--- src/rtl/sfpadd_rr_sched_pkg.sv ---
// Shared constants, id width helper and tag type
// for the sfpadd round-robin scheduler slice.
package sfpadd_rr_sched_pkg;

  localparam int expWidth    = 4;
  localparam int sigWidth    = 4;
  localparam int formatWidth = 1 + expWidth + sigWidth;
  localparam int IDW_MAX     = 3;

  function automatic int clog2(input int n);
    int r;
    r = 0;
    while ((1 << r) < n) r = r + 1;
    return r;
  endfunction

  typedef struct packed {
    logic               v;
    logic [IDW_MAX-1:0] id;
  } tag_t;

endpackage

--- src/rtl/sfpadd_rr_sched_if.sv ---
// Requester, adder and response bundle of the
// shared-adder scheduler.
interface sfpadd_rr_sched_if
  import sfpadd_rr_sched_pkg::*;
#(
  parameter int NREQ    = 4,
  parameter int ADD_LAT = 3
);
  localparam int IDW = clog2(NREQ);
  localparam int CW  = clog2(ADD_LAT + 2);
  localparam int FW  = formatWidth;

  logic                 hold;
  logic [NREQ-1:0]      req_valid;
  logic [NREQ-1:0]      req_ready;
  logic [NREQ*FW-1:0]   req_a;
  logic [NREQ*FW-1:0]   req_b;
  logic                 add_start;
  logic [FW-1:0]        add_a;
  logic [FW-1:0]        add_b;
  logic [FW-1:0]        add_c;
  logic                 rsp_valid;
  logic [IDW-1:0]       rsp_id;
  logic [FW-1:0]        rsp_c;
  logic [CW-1:0]        inflight;
  logic                 idle;

  modport master (
    input  hold, req_valid, req_a, req_b, add_c,
    output req_ready, add_start, add_a, add_b,
    output rsp_valid, rsp_id, rsp_c, inflight, idle
  );

  modport slave (
    output hold, req_valid, req_a, req_b, add_c,
    input  req_ready, add_start, add_a, add_b,
    input  rsp_valid, rsp_id, rsp_c, inflight, idle
  );

endinterface

--- src/rtl/sfpadd_rr_sched_arb.sv ---
// Combinational round-robin pick: first set req
// bit at or after ptr, wrapping modulo NREQ.
module sfpadd_rr_sched_arb #(
  parameter int NREQ = 4,
  parameter int IDW  = 2
) (
  input  logic [NREQ-1:0] req,
  input  logic [IDW-1:0]  ptr,
  output logic [NREQ-1:0] gnt,
  output logic [IDW-1:0]  idx,
  output logic            any
);

  logic [IDW-1:0] lane;

  always_comb begin
    gnt  = '0;
    idx  = '0;
    any  = 1'b0;
    lane = '0;
    for (int k = 0; k < NREQ; k++) begin
      lane = IDW'((int'(ptr) + k) % NREQ);
      if (!any && req[lane]) begin
        any = 1'b1;
        idx = lane;
      end
    end
    if (any) gnt[idx] = 1'b1;
  end

endmodule

--- src/rtl/sfpadd_rr_sched.sv ---
// Round-robin issue of requester operand pairs into one
// pipelined sfpadd, with id-tagged result return.
module sfpadd_rr_sched
  import sfpadd_rr_sched_pkg::*;
#(
  parameter int NREQ    = 4,
  parameter int ADD_LAT = 3
) (
  input logic               clk,
  input logic               rst,
  sfpadd_rr_sched_if.master bus
);

  localparam int IDW = clog2(NREQ);
  localparam int CW  = clog2(ADD_LAT + 2);
  localparam int FW  = formatWidth;

  logic [IDW-1:0]  ptr;
  logic [IDW-1:0]  gidx;
  logic [NREQ-1:0] gnt;
  logic            any;
  logic            issue;
  logic            ret;
  logic [FW-1:0]   sel_a;
  logic [FW-1:0]   sel_b;

  logic            add_start_q;
  logic [FW-1:0]   add_a_q;
  logic [FW-1:0]   add_b_q;
  logic            rsp_valid_q;
  logic [IDW-1:0]  rsp_id_q;
  logic [FW-1:0]   rsp_c_q;
  logic [CW-1:0]   inflight_q;

  // stage 0 rides with add_start; the last stage lines up with add_c
  tag_t tag_q [ADD_LAT+1];

  sfpadd_rr_sched_arb #(
    .NREQ (NREQ),
    .IDW  (IDW)
  ) u_arb (
    .req (bus.req_valid),
    .ptr (ptr),
    .gnt (gnt),
    .idx (gidx),
    .any (any)
  );

  assign issue = any & ~bus.hold & ~rst;
  assign ret   = tag_q[ADD_LAT].v;
  assign sel_a = bus.req_a[gidx*FW +: FW];
  assign sel_b = bus.req_b[gidx*FW +: FW];

  assign bus.req_ready = issue ? gnt : '0;
  assign bus.add_start = add_start_q;
  assign bus.add_a     = add_a_q;
  assign bus.add_b     = add_b_q;
  assign bus.rsp_valid = rsp_valid_q;
  assign bus.rsp_id    = rsp_id_q;
  assign bus.rsp_c     = rsp_c_q;
  assign bus.inflight  = inflight_q;
  assign bus.idle      = (inflight_q == '0) & ~|bus.req_valid;

  always_ff @(posedge clk) begin
    if (rst) begin
      ptr         <= '0;
      add_start_q <= 1'b0;
      add_a_q     <= '0;
      add_b_q     <= '0;
      rsp_valid_q <= 1'b0;
      rsp_id_q    <= '0;
      rsp_c_q     <= '0;
      inflight_q  <= '0;
      for (int k = 0; k <= ADD_LAT; k++)
        tag_q[k] <= '0;
    end else begin
      add_start_q <= issue;
      if (issue) begin
        add_a_q <= sel_a;
        add_b_q <= sel_b;
        ptr     <= (gidx == IDW'(NREQ - 1)) ? '0
                                             : gidx + 1'b1;
      end
      tag_q[0].v  <= issue;
      tag_q[0].id <= IDW_MAX'(gidx);
      for (int k = 1; k <= ADD_LAT; k++)
        tag_q[k] <= tag_q[k-1];
      rsp_valid_q <= ret;
      if (ret) begin
        rsp_id_q <= IDW'(tag_q[ADD_LAT].id);
        rsp_c_q  <= bus.add_c;
      end
      case ({issue, ret})
        2'b10:   inflight_q <= inflight_q + 1'b1;
        2'b01:   inflight_q <= inflight_q - 1'b1;
        default: inflight_q <= inflight_q;
      endcase
    end
  end

endmodule

--- src/flat_wrapper.sv ---
// flat-port wrapper written by rule: the top's interface ports become plain ports
module sfpadd_rr_sched_flat import sfpadd_rr_sched_pkg::*;
#(
  parameter int NREQ    = 4,
  parameter int ADD_LAT = 3
)
  (clk, rst, bus_hold, bus_req_valid, bus_req_a, bus_req_b, bus_add_c, bus_req_ready, bus_add_start, bus_add_a, bus_add_b, bus_rsp_valid, bus_rsp_id, bus_rsp_c, bus_inflight, bus_idle);
  sfpadd_rr_sched_if #(.NREQ(NREQ), .ADD_LAT(ADD_LAT)) bus_i ();
  input logic clk;
  input logic rst;
  input wire logic [$bits(bus_i.hold)-1:0] bus_hold;
  input wire logic [$bits(bus_i.req_valid)-1:0] bus_req_valid;
  input wire logic [$bits(bus_i.req_a)-1:0] bus_req_a;
  input wire logic [$bits(bus_i.req_b)-1:0] bus_req_b;
  input wire logic [$bits(bus_i.add_c)-1:0] bus_add_c;
  output wire logic [$bits(bus_i.req_ready)-1:0] bus_req_ready;
  output wire logic [$bits(bus_i.add_start)-1:0] bus_add_start;
  output wire logic [$bits(bus_i.add_a)-1:0] bus_add_a;
  output wire logic [$bits(bus_i.add_b)-1:0] bus_add_b;
  output wire logic [$bits(bus_i.rsp_valid)-1:0] bus_rsp_valid;
  output wire logic [$bits(bus_i.rsp_id)-1:0] bus_rsp_id;
  output wire logic [$bits(bus_i.rsp_c)-1:0] bus_rsp_c;
  output wire logic [$bits(bus_i.inflight)-1:0] bus_inflight;
  output wire logic [$bits(bus_i.idle)-1:0] bus_idle;
  assign bus_i.hold = bus_hold;
  assign bus_i.req_valid = bus_req_valid;
  assign bus_i.req_a = bus_req_a;
  assign bus_i.req_b = bus_req_b;
  assign bus_i.add_c = bus_add_c;
  assign bus_req_ready = bus_i.req_ready;
  assign bus_add_start = bus_i.add_start;
  assign bus_add_a = bus_i.add_a;
  assign bus_add_b = bus_i.add_b;
  assign bus_rsp_valid = bus_i.rsp_valid;
  assign bus_rsp_id = bus_i.rsp_id;
  assign bus_rsp_c = bus_i.rsp_c;
  assign bus_inflight = bus_i.inflight;
  assign bus_idle = bus_i.idle;
  sfpadd_rr_sched #(.NREQ(NREQ), .ADD_LAT(ADD_LAT)) u_core (.clk(clk), .rst(rst), .bus(bus_i));
endmodule
--- config.mk ---
export PLATFORM = sky130hd
export DESIGN_NAME = sfpadd_rr_sched_flat
export DESIGN_NICKNAME = d
export VERILOG_FILES = /design/src/rtl/sfpadd_rr_sched_pkg.sv /design/src/rtl/sfpadd_rr_sched_if.sv /design/src/rtl/sfpadd_rr_sched_arb.sv /design/src/rtl/sfpadd_rr_sched.sv /design/src/flat_wrapper.sv
export SDC_FILE = /design/constraint.sdc
export NUM_CORES = 1
export LEC_CHECK = 0
export BUFFER_PORTS_ARGS = -buffer_cell sky130_fd_sc_hd__buf_2
export CORE_UTILIZATION = 44
export CTS_CLUSTER_SIZE = 8
export DETAILED_ROUTE_END_ITERATION = 8
export GPL_ROUTABILITY_DRIVEN = 1
export MAX_ROUTING_LAYER = met4
export PLACE_DENSITY = 0.79
export SKIP_LAST_GASP = 1
export SYNTH_ARGS = -nofsm -noshare
export SYNTH_HDL_FRONTEND = slang
export SYNTH_SLANG_ARGS = --single-unit
--- constraint.sdc ---
create_clock -name clk -period 4.6 [get_ports clk]
set_clock_uncertainty 0.2 [all_clocks]
set_input_delay 1.38 -clock clk [delete_from_list [all_inputs] [get_ports clk]]
set_output_delay 1.38 -clock clk [all_outputs]
set_load 0.01 [all_outputs]
After elaboration in Yosys (flattened, before gate mapping)
Memory sizes are Yosys's and may differ from the RTL's. Cells that the tools add are included.

Bits of input ports: 88. Bits in writable memories: 16. Memories kept: 1. Register bits after elaboration: 36.

Mux-type cells: 30. Multipliers: 1. Shift-type cells: 2. $add $sub $neg: 6. Reductions and logical operators: 11. Eq/ne operators: 3. Bitwise operators: 10. Magnitude comparators: 6.

Memories: u_core.tag_q (depth 4, bits a word 4, read ports 4, clocked after Yosys merged registers in 0, wr ports 4, RTL line sfpadd_rr_sched.sv:36) `tag_t tag_q [ADD_LAT+1];`.

Operators by type and width (number): 36-bit by 7-bit indexed part select with 9-bit output (2); 4-bit two-way mux (5); 2-bit by 3-bit < comparator with 1-bit output, second input constant (5); 1-bit two-way mux (13); 2-bit two-way mux (5); 1-bit binary-select mux with 2-bit select (4); 2-bit by 4-bit multiplier with 6-bit output, second input constant (1); 3-bit case mux with 2 select lines (1); 1-bit bitwise OR (5); 2-bit by 1-bit adder with 2-bit output, second input constant (2); 2-bit adder, second input constant (2); 2-bit equality test, second input constant (2); 1-bit logical AND (4); 1-bit zero test (4); 4-bit OR reduction (1); 3-bit by 1-bit adder with 3-bit output, second input constant (1); 1-bit AND (3); 3-bit zero test (1); 3-bit two-way mux (1); 3-bit by 1-bit subtractor with 3-bit output, second input constant (1); 1-bit demux with 2-bit select (1); 2-bit by 1-bit equality test with 1-bit output, second input constant (1); 2-bit by 1-bit greater-or-equal comparator with 1-bit output, second input constant (1); 1-bit inverter (2); 2-bit nonzero test (1).

Longest topological paths before layout
Depth after elaboration: 18. Gate-level depth with buffers: 10. Mapped depth without buffers: 9.

By module
A second synthesis with hierarchy kept.

Cell total of the unflattened synthesis: 233. Area total of the unflattened synthesis: 2371.0 µm².

By module, submodules not included: sfpadd_rr_sched (cells an instance 201, area an instance 2188.3 µm², times used 1); sfpadd_rr_sched_arb (cells an instance 32, area an instance 182.7 µm², times used 1).

Worst setup path before layout
Ideal clock, no wire load.

Path kind: input to output. Start: input bus_req_valid[2]. End: output bus_req_ready[2]. Slack: 140 ps. Stages: 9. Required time: 3020 ps. Data arrival time: 2880 ps. Cell sequence: nor2b_1 or4b_1 buf_2 nand2_2 buf_6 buf_6 inv_1 ha_1 and2_1.

Longest elaborated chain between the ends: 18.

Ends and longest elaborated chain: from (decl) (RTL line flat_wrapper.sv:12) `input wire logic [$bits(bus_i.req_valid)-1:0] bus_req_valid;`; 1-bit binary-select mux with 2-bit select (RTL line sfpadd_rr_sched_arb.sv:23) `if (!any && req[lane]) begin`; 1-bit two-way mux (implied by the code) (RTL line sfpadd_rr_sched_arb.sv:23); 1-bit two-way mux (RTL line sfpadd_rr_sched_arb.sv:23); 1-bit zero test (RTL line sfpadd_rr_sched_arb.sv:23); 1-bit logical AND (RTL line sfpadd_rr_sched_arb.sv:23); 1-bit two-way mux (RTL line sfpadd_rr_sched_arb.sv:23); 1-bit zero test (RTL line sfpadd_rr_sched_arb.sv:23); 1-bit logical AND (RTL line sfpadd_rr_sched_arb.sv:23); [... 3 more ...]; 2-bit two-way mux * (RTL line sfpadd_rr_sched_arb.sv:23); net u_core.gidx[0] (RTL line sfpadd_rr_sched.sv:19) `logic [IDW-1:0] gidx;`; 2-bit by 3-bit < comparator with 1-bit output (implied by the code) / 2-bit by 1-bit greater-or-equal comparator with 1-bit output (equally long branches) (RTL line sfpadd_rr_sched_arb.sv:28) `if (any) gnt[idx] = 1'b1;`; 1-bit logical AND (implied by the code) (RTL line sfpadd_rr_sched_arb.sv:28); 1-bit two-way mux (implied by the code) (RTL line sfpadd_rr_sched_arb.sv:28); 1-bit demux with 2-bit select * (RTL line sfpadd_rr_sched_arb.sv:28); 4-bit two-way mux * (RTL line sfpadd_rr_sched_arb.sv:28); 4-bit two-way mux * (RTL line sfpadd_rr_sched.sv:54) `assign bus.req_ready = issue ? gnt : '0;`; to (decl) (RTL line flat_wrapper.sv:16) `output wire logic [$bits(bus_i.req_ready)-1:0] bus_req_ready;`.

Mark *: on every way through the listed nets, which the timed path passes. The rest lies on a longest branch. The select of a mux whose other input is x is not followed.

Worst setup path after layout
Start: input bus_req_valid[2]. End: output bus_req_ready[0].

Longest elaborated chain between the ends: 18.

Ends and longest elaborated chain (RTL line): 1-bit binary-select mux with 2-bit select (sfpadd_rr_sched_arb.sv:23); 1-bit two-way mux (implied by the code) (sfpadd_rr_sched_arb.sv:23); 1-bit two-way mux (sfpadd_rr_sched_arb.sv:23); 1-bit zero test (sfpadd_rr_sched_arb.sv:23); 1-bit logical AND (sfpadd_rr_sched_arb.sv:23); 1-bit two-way mux (sfpadd_rr_sched_arb.sv:23); 1-bit zero test (sfpadd_rr_sched_arb.sv:23); 1-bit logical AND (sfpadd_rr_sched_arb.sv:23); [... 2 more ...]; 1-bit logical AND (sfpadd_rr_sched_arb.sv:23); 2-bit two-way mux (sfpadd_rr_sched_arb.sv:23); 2-bit by 3-bit < comparator with 1-bit output (implied by the code) / 2-bit by 1-bit greater-or-equal comparator with 1-bit output (equally long branches) (sfpadd_rr_sched_arb.sv:28); 1-bit logical AND (implied by the code) (sfpadd_rr_sched_arb.sv:28); 1-bit two-way mux (implied by the code) (sfpadd_rr_sched_arb.sv:28); 1-bit demux with 2-bit select (sfpadd_rr_sched_arb.sv:28); 4-bit two-way mux (sfpadd_rr_sched_arb.sv:28); 4-bit two-way mux * (sfpadd_rr_sched.sv:54).

Mark *: on every way between the ends. The rest lies on a longest branch, timed or not. The select of a mux whose other input is x is not followed.

==> impl_metrics.toml <==
[outcome]
status = "completed"

[global_route]
antenna_found_initial = 0
grt_max_degree = 37
grt_pass1_wl_um = 8780
met2_usage_pct = 34.4
first_global_vias = 2000
grt_overflow = 0
grt.total_usage_pct = 21.6
use_met3_pct = 4.61
use_met1_pct = 27.0
top_usage_layer = "met2"

[critical_path]
cp-start-kind = "input port"
crit_type = "input port to output pin"
cp_max_fo = 4
end_kind = "output pin"
critPathArrivalTime_ns = 2.89
cp.required_ns = 3.02

[timing]
fin_crit_sh_pct = 97.1
drv_slew = 0
hold_viol = 0
fmax_ghz = 0.224
layout_min_cycle_time_ns = 4.47
finalSetupViolCount = 0
timing_worst_slew_pin_value_ns = 0.759
rsz0062_at_grt = "no"
fin_tns_setup_ns = 0
slew_headroom_pct = 49.3

[synth]
synth_top_family_by_area = "simple AND/OR/NAND/NOR gates"
synth_async_sr_flop_share_pct = 0
yosys.area_share.adder_pct = 3.58
synth_compound_area_share_pct = 19.8
synthesis.nets = 352
synthXorXnorAreaFrac_pct = 0.759
synthSimpleGateAreaFrac_pct = 23.6
ys_seq_elements = 47
synth_edf_count = 0
ys_types = 31
yosysWarnings = 0
synthFlopType = "dfxtp_1"
synthCells = 258
seq_area_frac_synth_pct = 40.8
muxShareOfSynthArea_pct = 4.77
avgSynthCellArea_um2 = 8.95
synth_area_mm2 = 0.00231

[clocking]
cts_tree = "done"
cts_made_buffers = 5
clock-root-buffer = "clkbuf_8"
post_cts_buffers = 0
holdBufCountCts = 0
clk_path_buf_depth = 2
clk_pin_slew_ns = 0.08
htreeDepth = 2
post_cts_resized = 0
cts.sinks = 47
insertion_delay_ns = 0.29

[final_layout]
layout_commonest_cell = "buf_2"
drive_gt1_share_pct = 38.1
nNetsFinal = 471
area_growth_pct = 32.7
layout_common_cells = "buf_2, dfxtp_1, and3_1, a211oi_1"
antenna_cells = 0

[pwr]
p_int_mw = 0.705
seqPwrFrac_pct = 45.6
ir_drop_uv = 135
p_total_mw = 0.985
power_density_mw_per_mm2 = 322
power.share.clock_pct = 29.9
p_sw_share_pct = 28.4
p_leak_nw = 1.48
switchingPower_mw = 0.280
pwr-share-comb_pct = 24.4

[routing]
route.detailed.drc = 0
viasPerCell = 5.18
vias = 2307
drt-total-wl_um = 5730
drtIter0Drc = 76
ant_nets = 0
wire_per_inst_um = 12.9
first_pass_iters = 4

[floorplan]
die_h_um = 74.4
die_w_um = 74.4
ios = 127
row_count = 25
die-area_mm2 = 0.00554
start_util_pct = 47.3
core_area_mm2 = 0.00488

[placed_design]
dp_hpwl_um = 4410
port-buffer-count = 126
gp_routability_congestion = 0.784

[job]
drv_cap = 0

[worst_hold_path]
hold_class = "flip-flop to flip-flop"
## per-stage QoR
stage	util [%]	instance area, um^2	cells	hold slack [ns]	worst slack (ns)
2_1_floorplan	-	2310	258	0.214	0.140
3_3_place_gp	60.5	2950	437	0.219	0.201
3_5_place_dp	60.5	2950	437	0.225	0.134
4_1_cts	62.8	3060	445	0.245	0.131
5_1_grt	62.8	3060	445	0.251	0.0616
6_report	62.8	3060	445	0.242	0.132
## final cells by class
type                    count  area [um^2]
multi-input cells         183         1210
well taps                  67         83.8
clock buffers               5         68.8
repair buffers            134          691
fillers                   440         1820
inverters                   6         22.5
clock inverters             3         43.8
flip-flops and latches     47          941
## cell usage after synthesis (4+ instances only)
cell / count / share of area (%)
a211oi_1: 36 / 12
and2_1: 4 / 1.1
o31ai_1: 18 / 5.9
inv_1: 5 / 0.81
dfxtp_1: 47 / 41
nor2b_1: 14 / 3.8
mux2i_1: 11 / 4.8
nand2_1: 19 / 3.1
ha_1: 5 / 2.7
clkbuf_1: 4 / 0.65
buf_6: 5 / 2.4
buf_2: 10 / 2.2
a21oi_1: 4 / 0.87
and3_1: 36 / 9.8
nor2_1: 19 / 3.1
## worst max-delay path: stages
cell,delay [ns]
buf_2,0.12
nor2b_1,0.13
or4b_1,0.57
nand2_2,0.13
inv_1,0.09
ha_1,0.18
and2_1,0.14
buf_2,0.14
## state kept, by name, summed over array words and instances, names as in the netlist
register and count:
u_core.ptr 2, u_core.bus.add_b 9, u_core.bus.rsp_c 9, u_core.bus.rsp_id 2, u_core.bus.inflight 3, u_core.tag_q 12, u_core.bus.rsp_valid 1, u_core.bus.add_a 9
## power groups by stage
stage,sequential [mW],clock (mW),combinational [mW]
detailed placement,0.459,0,0.243
finish,0.449,0.295,0.240
CTS,0.450,0.303,0.243
global placement,0.458,0,0.238
global route,0.453,0.322,0.268
floorplan,0.467,0,0.147
## final timing paths
kind	start	endpoint	slack, ns	depth (start not counted)
setup / recovery	bus_req_valid[2]	bus_req_ready[0]	0.13	8
setup reg to reg	u_core.tag_q[0][15]$_SDFF_PP0_	u_core.bus.inflight[2]$_SDFFE_PP0P_	2.23	6
hold / removal	u_core.tag_q[0][7]$_SDFF_PP0_	u_core.tag_q[0][11]$_SDFF_PP0_	0.24	1
hold reg to reg	u_core.tag_q[0][7]$_SDFF_PP0_	u_core.tag_q[0][11]$_SDFF_PP0_	0.24	1
## metal layers
layer,share of wire (%),vias up,routed length (um)
met5,0,-,0
met3,7.2,4,412
met1,45,1033,2570
met2,47,104,2700
li1,-,1166,-
met4,0.77,0,44
## logic make-up (layout without fill, tap and decap cells)
kind of cell | after synthesis | in the layout
compound gates | 63 | 63
xor+xnor | 2 | 2
fa+ha+maj | 6 | 6
buf+inv | 28 | 148
flops | 47 | 47
mux | 11 | 11
simple gates | 101 | 101
No activity file was read; power rests on OpenSTA's default activity.
